==> src/rtl/multi_cycle_control_if.sv <==
// Purpose: bundles the control unit's memory handshakes and its datapath control outputs.
// Latency: wiring only; it adds no cycles.
// Backpressure: imem_ready and dmem_ready stall the control unit while they are low.
interface multi_cycle_control_if;
    logic [31:0] instr;
    logic        imem_ready;
    logic        dmem_ready;
    logic        pc_write;
    logic        ir_write;
    logic        reg_write;
    logic        mem_read;
    logic        mem_write;
    logic        alu_src_b;
    logic [2:0]  alu_op;
    logic [6:0]  op_code;
    logic [4:0]  shamt;
    logic [31:0] imm_ext;
    logic        illegal;
    logic [2:0]  state;

    // The control unit drives the strobes and decode outputs.
    modport master (
        input  instr, imem_ready, dmem_ready,
        output pc_write, ir_write, reg_write, mem_read, mem_write,
        output alu_src_b, alu_op, op_code, shamt, imm_ext, illegal, state
    );

    // The memory and datapath side supplies the instruction word and the ready signals.
    modport slave (
        output instr, imem_ready, dmem_ready,
        input  pc_write, ir_write, reg_write, mem_read, mem_write,
        input  alu_src_b, alu_op, op_code, shamt, imm_ext, illegal, state
    );
endinterface

==> src/rtl/multi_cycle_control.sv <==
// Purpose: multi-cycle RV32I-subset control FSM (IF/ID/EX/MEM/WB/HALT) with an internal IR and decode.
// Latency: ADDI/SLLI/SLT/SW take 4 cycles and LW takes 5, with both memories ready.
// Backpressure: the FSM holds in IF while imem_ready is low and holds in MEM while dmem_ready is low.
module multi_cycle_control #(
    parameter logic [2:0] RESET_STATE = 3'd0
) (
    input  logic                  CLK,
    input  logic                  Reset,
    multi_cycle_control_if.master bus
);

    typedef enum logic [2:0] {
        S_IF   = 3'd0,
        S_ID   = 3'd1,
        S_EX   = 3'd2,
        S_MEM  = 3'd3,
        S_WB   = 3'd4,
        S_HALT = 3'd5
    } state_t;

    state_t      r_state;
    state_t      w_next;
    logic [31:0] r_ir;
    logic        r_illegal;

    logic        w_pc_write;
    logic        w_ir_write;
    logic        w_reg_write;
    logic        w_mem_read;
    logic        w_mem_write;

    logic [6:0]  w_op;
    logic [2:0]  w_f3;
    logic [6:0]  w_f7;
    logic        w_is_addi;
    logic        w_is_slli;
    logic        w_is_slt;
    logic        w_is_lw;
    logic        w_is_sw;
    logic        w_legal;
    logic [2:0]  w_alu_op;
    logic        w_alu_src_b;
    logic [31:0] w_imm_ext;

    // The register-source fields belong to the datapath's register-file addressing, not to this FSM.
    logic        w_unused_rs1;
    assign w_unused_rs1 = ^r_ir[19:15];

    assign w_op = r_ir[6:0];
    assign w_f3 = r_ir[14:12];
    assign w_f7 = r_ir[31:25];

    // Exact-match decode: an encoding outside this set, including all-zero, is illegal.
    assign w_is_addi = (w_op == 7'b0010011) && (w_f3 == 3'b000);
    assign w_is_slli = (w_op == 7'b0010011) && (w_f3 == 3'b001) && (w_f7 == 7'b0000000);
    assign w_is_slt  = (w_op == 7'b0110011) && (w_f3 == 3'b010) && (w_f7 == 7'b0000000);
    assign w_is_lw   = (w_op == 7'b0000011) && (w_f3 == 3'b010);
    assign w_is_sw   = (w_op == 7'b0100011) && (w_f3 == 3'b010);
    assign w_legal   = w_is_addi | w_is_slli | w_is_slt | w_is_lw | w_is_sw;

    // ALU controls and the immediate depend on the IR alone, so they hold steady from ID through WB.
    always_comb begin
        w_alu_op    = 3'b000;
        w_alu_src_b = 1'b0;
        w_imm_ext   = 32'd0;
        if (w_is_addi || w_is_lw) begin
            w_alu_src_b = 1'b1;
            w_imm_ext   = {{20{r_ir[31]}}, r_ir[31:20]};
        end else if (w_is_slli) begin
            w_alu_op    = 3'b001;
            w_alu_src_b = 1'b1;
            w_imm_ext   = {{20{r_ir[31]}}, r_ir[31:20]};
        end else if (w_is_sw) begin
            w_alu_src_b = 1'b1;
            w_imm_ext   = {{20{r_ir[31]}}, r_ir[31:25], r_ir[11:7]};
        end else if (w_is_slt) begin
            w_alu_op    = 3'b010;
        end
    end

    // Next state and strobes. The strobes are Moore outputs except for the IF fetch strobes, which follow imem_ready.
    always_comb begin
        w_next      = S_IF;
        w_pc_write  = 1'b0;
        w_ir_write  = 1'b0;
        w_reg_write = 1'b0;
        w_mem_read  = 1'b0;
        w_mem_write = 1'b0;
        case (r_state)
            S_IF: begin
                w_pc_write = bus.imem_ready;
                w_ir_write = bus.imem_ready;
                w_next     = bus.imem_ready ? S_ID : S_IF;
            end
            S_ID: begin
                w_next = w_legal ? S_EX : S_HALT;
            end
            S_EX: begin
                w_next = (w_is_lw || w_is_sw) ? S_MEM : S_WB;
            end
            S_MEM: begin
                w_mem_read  = w_is_lw;
                w_mem_write = w_is_sw;
                if (bus.dmem_ready) begin
                    w_next = w_is_lw ? S_WB : S_IF;
                end else begin
                    w_next = S_MEM;
                end
            end
            S_WB: begin
                w_reg_write = 1'b1;
                w_next      = S_IF;
            end
            S_HALT: begin
                w_next = S_HALT;
            end
            // Unused state codes fall back to IF on the next edge.
            default: begin
                w_next = S_IF;
            end
        endcase
    end

    // State, IR and sticky illegal flag. Reset takes priority over everything else.
    always_ff @(posedge CLK) begin
        if (Reset) begin
            r_state   <= state_t'(RESET_STATE);
            r_ir      <= 32'd0;
            r_illegal <= 1'b0;
        end else begin
            r_state <= w_next;
            if (w_ir_write) begin
                r_ir <= bus.instr;
            end
            if ((r_state == S_ID) && !w_legal) begin
                r_illegal <= 1'b1;
            end
        end
    end

    assign bus.pc_write  = w_pc_write;
    assign bus.ir_write  = w_ir_write;
    assign bus.reg_write = w_reg_write;
    assign bus.mem_read  = w_mem_read;
    assign bus.mem_write = w_mem_write;
    assign bus.alu_src_b = w_alu_src_b;
    assign bus.alu_op    = w_alu_op;
    assign bus.op_code   = w_op;
    assign bus.shamt     = r_ir[24:20];
    assign bus.imm_ext   = w_imm_ext;
    assign bus.illegal   = r_illegal;
    assign bus.state     = r_state;

endmodule

==> src/flat_wrapper.sv <==
// flat-port wrapper written by rule: the top's interface ports become plain ports
module multi_cycle_control_flat 
#(
    parameter logic [2:0] RESET_STATE = 3'd0
)
  (CLK, Reset, bus_instr, bus_imem_ready, bus_dmem_ready, bus_pc_write, bus_ir_write, bus_reg_write, bus_mem_read, bus_mem_write, bus_alu_src_b, bus_alu_op, bus_op_code, bus_shamt, bus_imm_ext, bus_illegal, bus_state);
  multi_cycle_control_if bus_i ();
  input  logic CLK;
  input  logic Reset;
  input wire logic [$bits(bus_i.instr)-1:0] bus_instr;
  input wire logic [$bits(bus_i.imem_ready)-1:0] bus_imem_ready;
  input wire logic [$bits(bus_i.dmem_ready)-1:0] bus_dmem_ready;
  output wire logic [$bits(bus_i.pc_write)-1:0] bus_pc_write;
  output wire logic [$bits(bus_i.ir_write)-1:0] bus_ir_write;
  output wire logic [$bits(bus_i.reg_write)-1:0] bus_reg_write;
  output wire logic [$bits(bus_i.mem_read)-1:0] bus_mem_read;
  output wire logic [$bits(bus_i.mem_write)-1:0] bus_mem_write;
  output wire logic [$bits(bus_i.alu_src_b)-1:0] bus_alu_src_b;
  output wire logic [$bits(bus_i.alu_op)-1:0] bus_alu_op;
  output wire logic [$bits(bus_i.op_code)-1:0] bus_op_code;
  output wire logic [$bits(bus_i.shamt)-1:0] bus_shamt;
  output wire logic [$bits(bus_i.imm_ext)-1:0] bus_imm_ext;
  output wire logic [$bits(bus_i.illegal)-1:0] bus_illegal;
  output wire logic [$bits(bus_i.state)-1:0] bus_state;
  assign bus_i.instr = bus_instr;
  assign bus_i.imem_ready = bus_imem_ready;
  assign bus_i.dmem_ready = bus_dmem_ready;
  assign bus_pc_write = bus_i.pc_write;
  assign bus_ir_write = bus_i.ir_write;
  assign bus_reg_write = bus_i.reg_write;
  assign bus_mem_read = bus_i.mem_read;
  assign bus_mem_write = bus_i.mem_write;
  assign bus_alu_src_b = bus_i.alu_src_b;
  assign bus_alu_op = bus_i.alu_op;
  assign bus_op_code = bus_i.op_code;
  assign bus_shamt = bus_i.shamt;
  assign bus_imm_ext = bus_i.imm_ext;
  assign bus_illegal = bus_i.illegal;
  assign bus_state = bus_i.state;
  multi_cycle_control #(.RESET_STATE(RESET_STATE)) u_core (.CLK(CLK), .Reset(Reset), .bus(bus_i));
endmodule
==> config.mk <==
export PLATFORM = sky130hd
export DESIGN_NAME = multi_cycle_control_flat
export DESIGN_NICKNAME = d
export VERILOG_FILES = /design/src/rtl/multi_cycle_control_if.sv /design/src/rtl/multi_cycle_control.sv /design/src/flat_wrapper.sv
export SDC_FILE = /design/constraint.sdc
export NUM_CORES = 1
export LEC_CHECK = 0
export ABC_AREA = 1
export ABC_CLOCK_PERIOD_IN_PS = 2100
export CORE_MARGIN = 2
export CORE_UTILIZATION = 45
export DETAILED_ROUTE_END_ITERATION = 7
export DONT_BUFFER_PORTS = 1
export GPL_TIMING_DRIVEN = 0
export PLACE_DENSITY = 0.65
export SYNTH_ARGS = -nofsm -noshare
export SYNTH_HDL_FRONTEND = slang
export SYNTH_SLANG_ARGS = --single-unit
==> constraint.sdc <==
create_clock -name CLK -period 2.1 [get_ports CLK]
set_clock_uncertainty 0.1 [all_clocks]
set_input_delay 0.315 -clock CLK [delete_from_list [all_inputs] [get_ports CLK]]
set_output_delay 0.315 -clock CLK [all_outputs]
set_load 0.02 [all_outputs]
==> metrics <==
Hold Slack between 60 and 70 ps; root buf cell clkbuf_8; Crit Path Class reg2out; Tmin final between 2000 and 2500 ps; initial antenna violation count 0; ys async rst share 0; crit path max fanout 7; Starting Density 0.461; Avg WL per Cell 14.3 µm; status finished, violations left; met1 GRT Util 0.252; clock slew at reported path FFs 70 ps; core area a little under 4000 µm²; syn nets 287; LEAKAGE 0.935 nW; final setup margin -82.6 ps; worst IR drop on VDD roughly 0.00048 V; ant diodes 0; post-DP HPWL ~3200 µm; Ports 93; syn_area_per_cell roughly 7.3 µm²; Clock Latency Late Sink slightly below 300 ps; Hold WC Path Type in2reg; maximum capacitance violations 0; met3 Use GR 0.0683; first-pass GRT wire length 6900 µm; via/cell ratio ~5.1; TritonRoute pass-1 iters 4; EDFF count, synth 0; endpoint class of the critical path output pin; Post-Layout Inst Area around 2400 µm²; synthesized cell area approximately 1800 µm²; CTS Sinks 31; M2 GR Usage 0.342; Initial DRC Count 55; final hold vios 0; vias in the first global route around 1400; aggregate global-route resource usage 0.205; Worst Path Arrival 1770 ps; CTS tree yes; IO buf count 0; Synth Instances between 200 and 300; area growth from synthesis to layout 30.2%; Detail Route Antenna Nets 0; chip width ~68 µm; die height 67.8 µm; Remaining Overflow, GRT 0; pre-CTS WS -133 ps; pwr/cell area slightly above 700 nW/µm²; Final TNS setup -1230 ps; Setup-failing EPs final 25; count of pins over their slew limit 0; wirelength, routed roughly 4600 µm; Worst Max-Slew Pin Slew 631 ps; Rel. slew slack 0.576; post-synth cell types 25; violated checks negative setup slack; Yosys reg bits 31; Post-route DRC 0; largest net degree at the start of global routing 11; Area after DPL around 1900 µm²; layout cell share with drive strength beyond 1 0.445; crit path launch type flop; GR peak layer met2; GPL Wtd Cong around 0.87; unrepaired setup endpoints after global routing yes; warnings from Yosys 0; number of CTS-inserted buffers 5; Seq/Total Area, Yosys 0.339; cell row count 23; total number of vias around 1700; Synth Flop Type dfxtp_1; FMAX 458 MHz; Final #Nets about 300; Die Footprint approximately 4600 µm²; Clock Path Buffers 2; H-tree levels 2; Final Cycle Share 1.04; Critical Path RT approximately 1700 ps
[critical path, stage by stage (launching register included)]
cell and delay [ps]:
dfxtp_2 340, inv_2 70, nor3_4 250, nand3_2 120, nand2_4 100, inv_6 50
a21oi_4 370, buf_6 180
[cell type report]
class,instances,area [µm²]
plain buffers,42,337
clock buffers,6,82.6
clock inverters,2,35.0
fillers,356,1590
inverters,29,116
multi-input cells,151,1020
flip-flops and latches,31,638
well taps,50,62.6
repair buffers,11,88.8
[worst paths after layout]
| check | slack [ps] | end | cells after the start | start |
|---|---|---|---|---|
| min | 60 | u_core.r_ir[21] | 2 | bus_instr[21] |
| max reg2reg | 370 | u_core.bus.state[2] | 9 | u_core.r_ir[3] |
| min reg2reg | 380 | u_core.r_ir[23] | 2 | u_core.r_ir[23] |
| max | -80 | bus_imm_ext[14] | 7 | u_core.r_ir[13] |
[power by group]
part	internal (mW)	switching (mW)
Clock	0.384	0.232
Combinational	0.124	0.237
Sequential	0.652	0.0591
[cells in the mapped netlist (2+ instances only)]
master	number	area [µm²]
dfxtp_1	31	621
nand3_1	9	45.0
nand2_4	2	22.5
a21oi_1	9	45.0
nor2_2	4	25.0
clkbuf_1	4	15.0
buf_2	2	10.0
inv_1	23	86.3
nor3_2	2	20.0
nor3_1	8	40.0
nand3_2	4	40.0
nand2_2	3	18.8
nand2_1	29	109
o21ai_0	10	50.1
inv_2	6	22.5
a211oi_1	19	143
a21oi_2	4	35.0
nor2_1	40	150
buf_4	36	270
[kinds of logic after synthesis]
kind of cell,after synthesis,synth area share
buffers and inverters,71,0.221
other,1,0.00205
and+or+nand+nor,105,0.287
AOI/OAI and AO/OA,43,0.152
DFF,31,0.339
[through the flow]
step,total power [mW],util,cells
after floorplan,0.964,-,251
after global placement,1.02,0.480,301
after detailed placement,1.03,0.480,301
after CTS,1.66,0.563,319
after global routing,1.76,0.601,322
final,1.69,0.601,322
[cells in the final DEF, fill, tap and decap left out, types with 6 or more instances in the layout]
cell / instances
a21oi_1: 8
buf_4: 34
inv_1: 20
dfxtp_1: 21
dfxtp_2: 8
nor2_2: 6
nor2_4: 11
buf_6: 12
nand2_1: 29
clkbuf_8: 6
a211oi_1: 19
nand3_1: 7
nor3_1: 6
inv_2: 7
nor2_1: 28
[state kept, by name, indices dropped and copies added (netlist names)]
signal and count:
u_core.bus.illegal 1, u_core.r_ir 27, u_core.bus.state 3
[metal layers]
metal  up-vias  share of wire
met1       750           0.42
met4         0          0.010
li1        828              -
met3         5          0.093
met5         -              0
met2        71           0.48
[repair_timing]
item,CTS,global route
setup endpoints to repair,34,36
cloned,2,0
hold buffers,1,0
resized for setup,45,36
pin swaps,5,5
hold endpoints to repair,1,0
buffers inserted,7,3
Power figures use the tool's default switching activity.
